--- src/rtl/mul_if.sv ---
// Multiplier request / write-back bundle.
// Operands flow in with start; result leaves as a register file write.
interface mul_if #(
  parameter int WIDTH = 32
);
  logic             start;
  logic             accumulate;
  logic [WIDTH-1:0] a;
  logic [WIDTH-1:0] b;
  logic [WIDTH-1:0] acc_in;
  logic [3:0]       dest;
  logic             busy;
  logic             done;
  logic             we3;
  logic [3:0]       wa3;
  logic [WIDTH-1:0] wd3;
  logic             n_flag;
  logic             z_flag;

  modport master (
    output start, accumulate, a, b, acc_in, dest,
    input  busy, done, we3, wa3, wd3, n_flag, z_flag
  );

  modport slave (
    input  start, accumulate, a, b, acc_in, dest,
    output busy, done, we3, wa3, wd3, n_flag, z_flag
  );
endinterface

--- src/rtl/mul_unit.sv ---
// Iterative shift-add MUL/MLA unit, one multiplier bit per cycle.
// Result is returned as a single-cycle register file write request.
module mul_unit #(
  parameter int WIDTH = 32
) (
  input logic  clk,
  input logic  reset,
  mul_if.slave bus
);
  localparam int CW = (WIDTH > 1) ? $clog2(WIDTH) : 1;
  localparam logic [CW-1:0] LAST = CW'(WIDTH - 1);

  typedef enum logic [1:0] {
    IDLE,
    RUN,
    DONE
  } state_e;

  state_e           state_q, state_d;
  logic [WIDTH-1:0] mcand_q, mcand_d;
  logic [WIDTH-1:0] mplier_q, mplier_d;
  logic [WIDTH-1:0] acc_q, acc_d;
  logic [CW-1:0]    cnt_q, cnt_d;
  logic [3:0]       dest_q, dest_d;

  // Next-state and datapath update for capture and iteration
  always_comb begin
    state_d  = state_q;
    mcand_d  = mcand_q;
    mplier_d = mplier_q;
    acc_d    = acc_q;
    cnt_d    = cnt_q;
    dest_d   = dest_q;
    unique case (state_q)
      IDLE: begin
        if (bus.start) begin
          mcand_d  = bus.a;
          mplier_d = bus.b;
          acc_d    = bus.accumulate ? bus.acc_in : '0;
          dest_d   = bus.dest;
          cnt_d    = '0;
          state_d  = RUN;
        end
      end
      RUN: begin
        if (mplier_q[0]) begin
          acc_d = acc_q + mcand_q;
        end
        mcand_d  = mcand_q << 1;
        mplier_d = mplier_q >> 1;
        cnt_d    = cnt_q + 1'b1;
        if (cnt_q == LAST) begin
          state_d = DONE;
        end
      end
      DONE: begin
        state_d = IDLE;
      end
      default: begin
        state_d = IDLE;
      end
    endcase
  end

  // State and datapath registers, synchronous reset
  always_ff @(posedge clk) begin
    if (reset) begin
      state_q  <= IDLE;
      mcand_q  <= '0;
      mplier_q <= '0;
      acc_q    <= '0;
      cnt_q    <= '0;
      dest_q   <= '0;
    end else begin
      state_q  <= state_d;
      mcand_q  <= mcand_d;
      mplier_q <= mplier_d;
      acc_q    <= acc_d;
      cnt_q    <= cnt_d;
      dest_q   <= dest_d;
    end
  end

  logic in_done;
  assign in_done = (state_q == DONE);

  // R15 is the PC and is never written through this port
  assign bus.busy   = (state_q == RUN);
  assign bus.done   = in_done;
  assign bus.we3    = in_done && (dest_q != 4'hF);
  assign bus.wa3    = dest_q;
  assign bus.wd3    = acc_q;
  assign bus.n_flag = in_done && acc_q[WIDTH-1];
  assign bus.z_flag = in_done && (acc_q == '0);
endmodule

--- src/flat_wrapper.sv ---
// flat-port wrapper written by rule: the top's interface ports become plain ports
module mul_unit_flat 
#(
  parameter int WIDTH = 32
)
  (clk, reset, bus_start, bus_accumulate, bus_a, bus_b, bus_acc_in, bus_dest, bus_busy, bus_done, bus_we3, bus_wa3, bus_wd3, bus_n_flag, bus_z_flag);
  mul_if #(.WIDTH(WIDTH)) bus_i ();
  input logic clk;
  input logic reset;
  input wire logic [$bits(bus_i.start)-1:0] bus_start;
  input wire logic [$bits(bus_i.accumulate)-1:0] bus_accumulate;
  input wire logic [$bits(bus_i.a)-1:0] bus_a;
  input wire logic [$bits(bus_i.b)-1:0] bus_b;
  input wire logic [$bits(bus_i.acc_in)-1:0] bus_acc_in;
  input wire logic [$bits(bus_i.dest)-1:0] bus_dest;
  output wire logic [$bits(bus_i.busy)-1:0] bus_busy;
  output wire logic [$bits(bus_i.done)-1:0] bus_done;
  output wire logic [$bits(bus_i.we3)-1:0] bus_we3;
  output wire logic [$bits(bus_i.wa3)-1:0] bus_wa3;
  output wire logic [$bits(bus_i.wd3)-1:0] bus_wd3;
  output wire logic [$bits(bus_i.n_flag)-1:0] bus_n_flag;
  output wire logic [$bits(bus_i.z_flag)-1:0] bus_z_flag;
  assign bus_i.start = bus_start;
  assign bus_i.accumulate = bus_accumulate;
  assign bus_i.a = bus_a;
  assign bus_i.b = bus_b;
  assign bus_i.acc_in = bus_acc_in;
  assign bus_i.dest = bus_dest;
  assign bus_busy = bus_i.busy;
  assign bus_done = bus_i.done;
  assign bus_we3 = bus_i.we3;
  assign bus_wa3 = bus_i.wa3;
  assign bus_wd3 = bus_i.wd3;
  assign bus_n_flag = bus_i.n_flag;
  assign bus_z_flag = bus_i.z_flag;
  mul_unit #(.WIDTH(WIDTH)) u_core (.clk(clk), .reset(reset), .bus(bus_i));
endmodule
--- config.mk ---
export PLATFORM = sky130hd
export DESIGN_NAME = mul_unit_flat
export DESIGN_NICKNAME = d
export VERILOG_FILES = /design/src/rtl/mul_if.sv /design/src/rtl/mul_unit.sv /design/src/flat_wrapper.sv
export SDC_FILE = /design/constraint.sdc
export NUM_CORES = 1
export LEC_CHECK = 0
export CAP_MARGIN = 20
export CELL_PAD_IN_SITES_DETAIL_PLACEMENT = 1
export CELL_PAD_IN_SITES_GLOBAL_PLACEMENT = 1
export CORE_UTILIZATION = 26
export CTS_BUF_LIST = sky130_fd_sc_hd__clkbuf_8
export CTS_CLUSTER_DIAMETER = 60
export DETAILED_ROUTE_END_ITERATION = 16
export GPL_TIMING_DRIVEN = 0
export HOLD_SLACK_MARGIN = 0.03
export PLACE_DENSITY = 0.67
export REMOVE_ABC_BUFFERS = 1
export SLEW_MARGIN = 20
export SYNTH_ARGS = -nofsm -noshare
export SYNTH_HDL_FRONTEND = slang
export SYNTH_SLANG_ARGS = --single-unit
--- constraint.sdc ---
create_clock -name clk -period 4 [get_ports clk]
set_input_delay 0.4 -clock clk [delete_from_list [all_inputs] [get_ports clk]]
set_output_delay 0.4 -clock clk [all_outputs]
set_load 0.03 [all_outputs]
==> impl_metrics.json <==
{
  "place_ws_ns": 0.7353,
  "insertion_delay_ns": 0.40,
  "antenna_left": 0,
  "reg2reg_depth": 11,
  "dp_hpwl_mm": 14.93,
  "reg2reg_slack_ns": 0.72,
  "power.leakage_nw": 3.217,
  "dr.pass1.iters": 4,
  "setup_violations": 0,
  "grt_start_max_net_pins": 77,
  "utilization": 0.3520,
  "avgSynthCellArea_um2": 7.604,
  "antenna_found_initial": 0,
  "timing.final.crit_share": 0.8190,
  "run_status": "complete, no violations",
  "tritoncts": "done",
  "yosys_warnings": 0,
  "htreeDepth": 3,
  "worst_slack_ns": 0.7240,
  "cp-startpoint": "u_core.bus.wd3[0]$_SDFFE_PP0P_",
  "layout-drive-gt1-share": 0.04423,
  "hold_class": "in -> reg",
  "stdcell_area_um2": 8287,
  "final_max_slew_viol_count": 0,
  "drc_errors": 0,
  "hold_slack_ns": 0.3625,
  "cts-root-buf": "clkbuf_8",
  "cts_sinks": 107,
  "r2r-end": "u_core.bus.wd3[24]$_SDFFE_PP0P_",
  "path_max_fanout": 4,
  "synthArstFlopShare": 0,
  "synth_cell_type_count": 55,
  "rsz0062_at_grt": "no",
  "first_global_vias": 6529,
  "synth-edff-count": 0,
  "synthCells": 825,
  "netlist_area_um2": 6274,
  "layout.nets": 1061,
  "reg2reg_from": "u_core.bus.wd3[0]$_SDFFE_PP0P_",
  "required_ns": 4.31,
  "grt_pass1_wl_mm": 34.38,
  "p_per_area_nw_per_um2": 352.1,
  "fmax_mhz": 305.2,
  "ys_seq_elements": 107,
  "drv_cap": 0,
  "slew_headroom": 0.3031,
  "path_class": "reg -> reg",
  "drtIter0Drc": 283,
  "finalHoldViolCount": 0,
  "portBuffers": 144,
  "post_drt_wl_per_cell_um": 16.87,
  "syn2layout_area_growth_pct": 32.09,
  "post_cts_buffers": 0,
  "min_period_ns": 3.276,
  "ys_seq_area_frac": 0.3414,
  "layout_commonest_cell": "nand2_1",
  "cts_hold_buf": 0,
  "cts_inserted_buffers": 9,
  "via_per_inst": 5.084,
  "startpoint_type": "flop",
  "path_clk_slew_ns": 0.11,
  "synth_top_cell_by_area": "dfxtp_1",
  "postPlaceCellArea_um2": 8094,
  "num_io_pins": 145,
  "place_congestion": 0.8105,
  "core_area_um2": 23540,
  "grt_usage": 0.1761,
  "cts_resized": 0,
  "vias": 6335,
  "cp.arrival_ns": 3.59,
  "final_cell_mix": "nand2_1, clkdlybuf4s50_1, nor2_1",
  "antenna-diode-count": 0,
  "vdd_ir_drop_max_mv": 0.1779,
  "routed_wl_mm": 21.01,
  "end_kind": "flop",
  "ys.flop_type": "dfxtp_1",
  "final.setup_skew_ns": 0.01310,
  "synthTopCellsByArea": "dfxtp_1, a311oi_1, nand2_1",
  "netlist.area_leader.share": 0.3414,
  "grt-ovfl-total": 0,
  "tightest_slew_ns": 1.045,
  "tns_ns": 0,
  "cp-endpoint": "u_core.bus.wd3[24]$_SDFFE_PP0P_",
  "die_y_um": 157.3,
  "die_x_um": 157.3,
  "initial_utilization": 0.2665,
  "fp.dieArea_um2": 24750,
  "core.rowCount": 56,
  "cts_buffer_depth": 2
}
-- registers in the layout, indices dropped and copies added, names as in the netlist --
name and cells:
u_core.bus.wa3 4, u_core.bus.wd3 32, u_core.cnt_q 5, u_core.mcand_q 32, u_core.mplier_q 32, u_core.state_q 2
-- metrics by stage --
stage	power (mW)	cells
after CTS	2.963	1246
after floorplan	1.835	761
after global placement	2.215	1224
final	2.918	1246
after global routing	3.107	1246
after detailed placement	2.234	1231
-- layer usage --
layer  wire length (um)  track usage  share of wire  vias up
met1               9797       0.2273           0.47     3041
met2               9924       0.2950           0.47      112
met4                169      0.03514         0.0080        0
li1                   -            -              -     3172
met3               1123      0.04405          0.053       10
met5                  0            0              0        -
-- cell families (layout without fill, tap and decap cells) --
group / after synthesis / after routing / synth area share
and+or+nand+nor: 369 / 369 / 0.2483
AOI/OAI and AO/OA: 213 / 213 / 0.2581
DFF: 107 / 107 / 0.3414
buffers and inverters: 75 / 177 / 0.04527
adders and majority gates: 34 / 34 / 0.06901
xor gates and xnor gates: 26 / 26 / 0.03630
muxes: 1 / 1 / 0.001596
-- worst max-delay path, cell delays in order (launching register included) --
cell       delay, ns
dfxtp_1         0.36
ha_1            0.24
fa_1            0.42
a21o_1          0.22
a221oi_2        0.44
a211oi_2        0.19
o2111ai_2       0.25
nand2_1         0.12
a41oi_2         0.34
o21bai_2        0.12
xnor2_1         0.15
a2111oi_2       0.35
-- final cells by class --
class                           count  area, um2
Tap cell                          319      399.1
Clock inverter                      5      55.05
Timing Repair Buffer              151       1635
Fill cell                        2861      15260
Sequential cell                   107       2142
Inverter                           11      41.29
Multi-Input combinational cell    643       3876
Clock buffer                       10      137.6
-- where the power goes --
part	internal (mW)	leakage [nW]	switching [mW]	total (mW)
combinational	0.410	2.23	0.527	0.938
clock	0.302	0.0995	0.414	0.717
sequential	1.17	0.884	0.0973	1.26
total	1.88	3.22	1.04	2.92
-- worst min path at each step --
| stage | endpoint | cells past startpoint | start | slack (ns) |
|---|---|---|---|---|
| 3_3_place_gp | u_core.mplier_q[31]$_SDFFE_PP0P_ | 2 | u_core.mplier_q[31]$_SDFFE_PP0P_ | 0.46 |
| 5_1_grt | u_core.mplier_q[31]$_SDFFE_PP0P_ | 2 | reset | 0.36 |
| 4_1_cts | u_core.mplier_q[31]$_SDFFE_PP0P_ | 2 | reset | 0.34 |
| 3_5_place_dp | u_core.cnt_q[3]$_SDFFE_PP0P_ | 1 | u_core.cnt_q[3]$_SDFFE_PP0P_ | 0.47 |
| 2_1_floorplan | u_core.cnt_q[3]$_SDFFE_PP0P_ | 1 | u_core.cnt_q[3]$_SDFFE_PP0P_ | 0.42 |
| 6_report | u_core.mplier_q[31]$_SDFFE_PP0P_ | 2 | reset | 0.36 |
-- Yosys cell counts, types with 2 or more instances --
library cell / instances
and2_1: 5
o21bai_1: 4
or2_1: 2
nor2b_1: 2
a221oi_2: 2
nand4_1: 6
o21ai_0: 17
o31ai_1: 3
buf_2: 2
a21oi_1: 49
xnor2_1: 20
a21o_1: 19
buf_1: 7
xor2_1: 6
ha_1: 33
nor4_1: 9
a211oi_1: 4
nand3b_1: 2
nor3_1: 18
nand2b_1: 6
a211oi_2: 2
inv_1: 11
a221oi_1: 14
a311oi_1: 74
and3_1: 4
or2_2: 2
nand3_1: 24
a31oi_2: 2
a211o_1: 2
dfxtp_1: 107
nor2_1: 116
o21a_1: 3
a41oi_1: 5
clkbuf_1: 55
nand2_1: 168
Power figures use the tool's default switching activity.
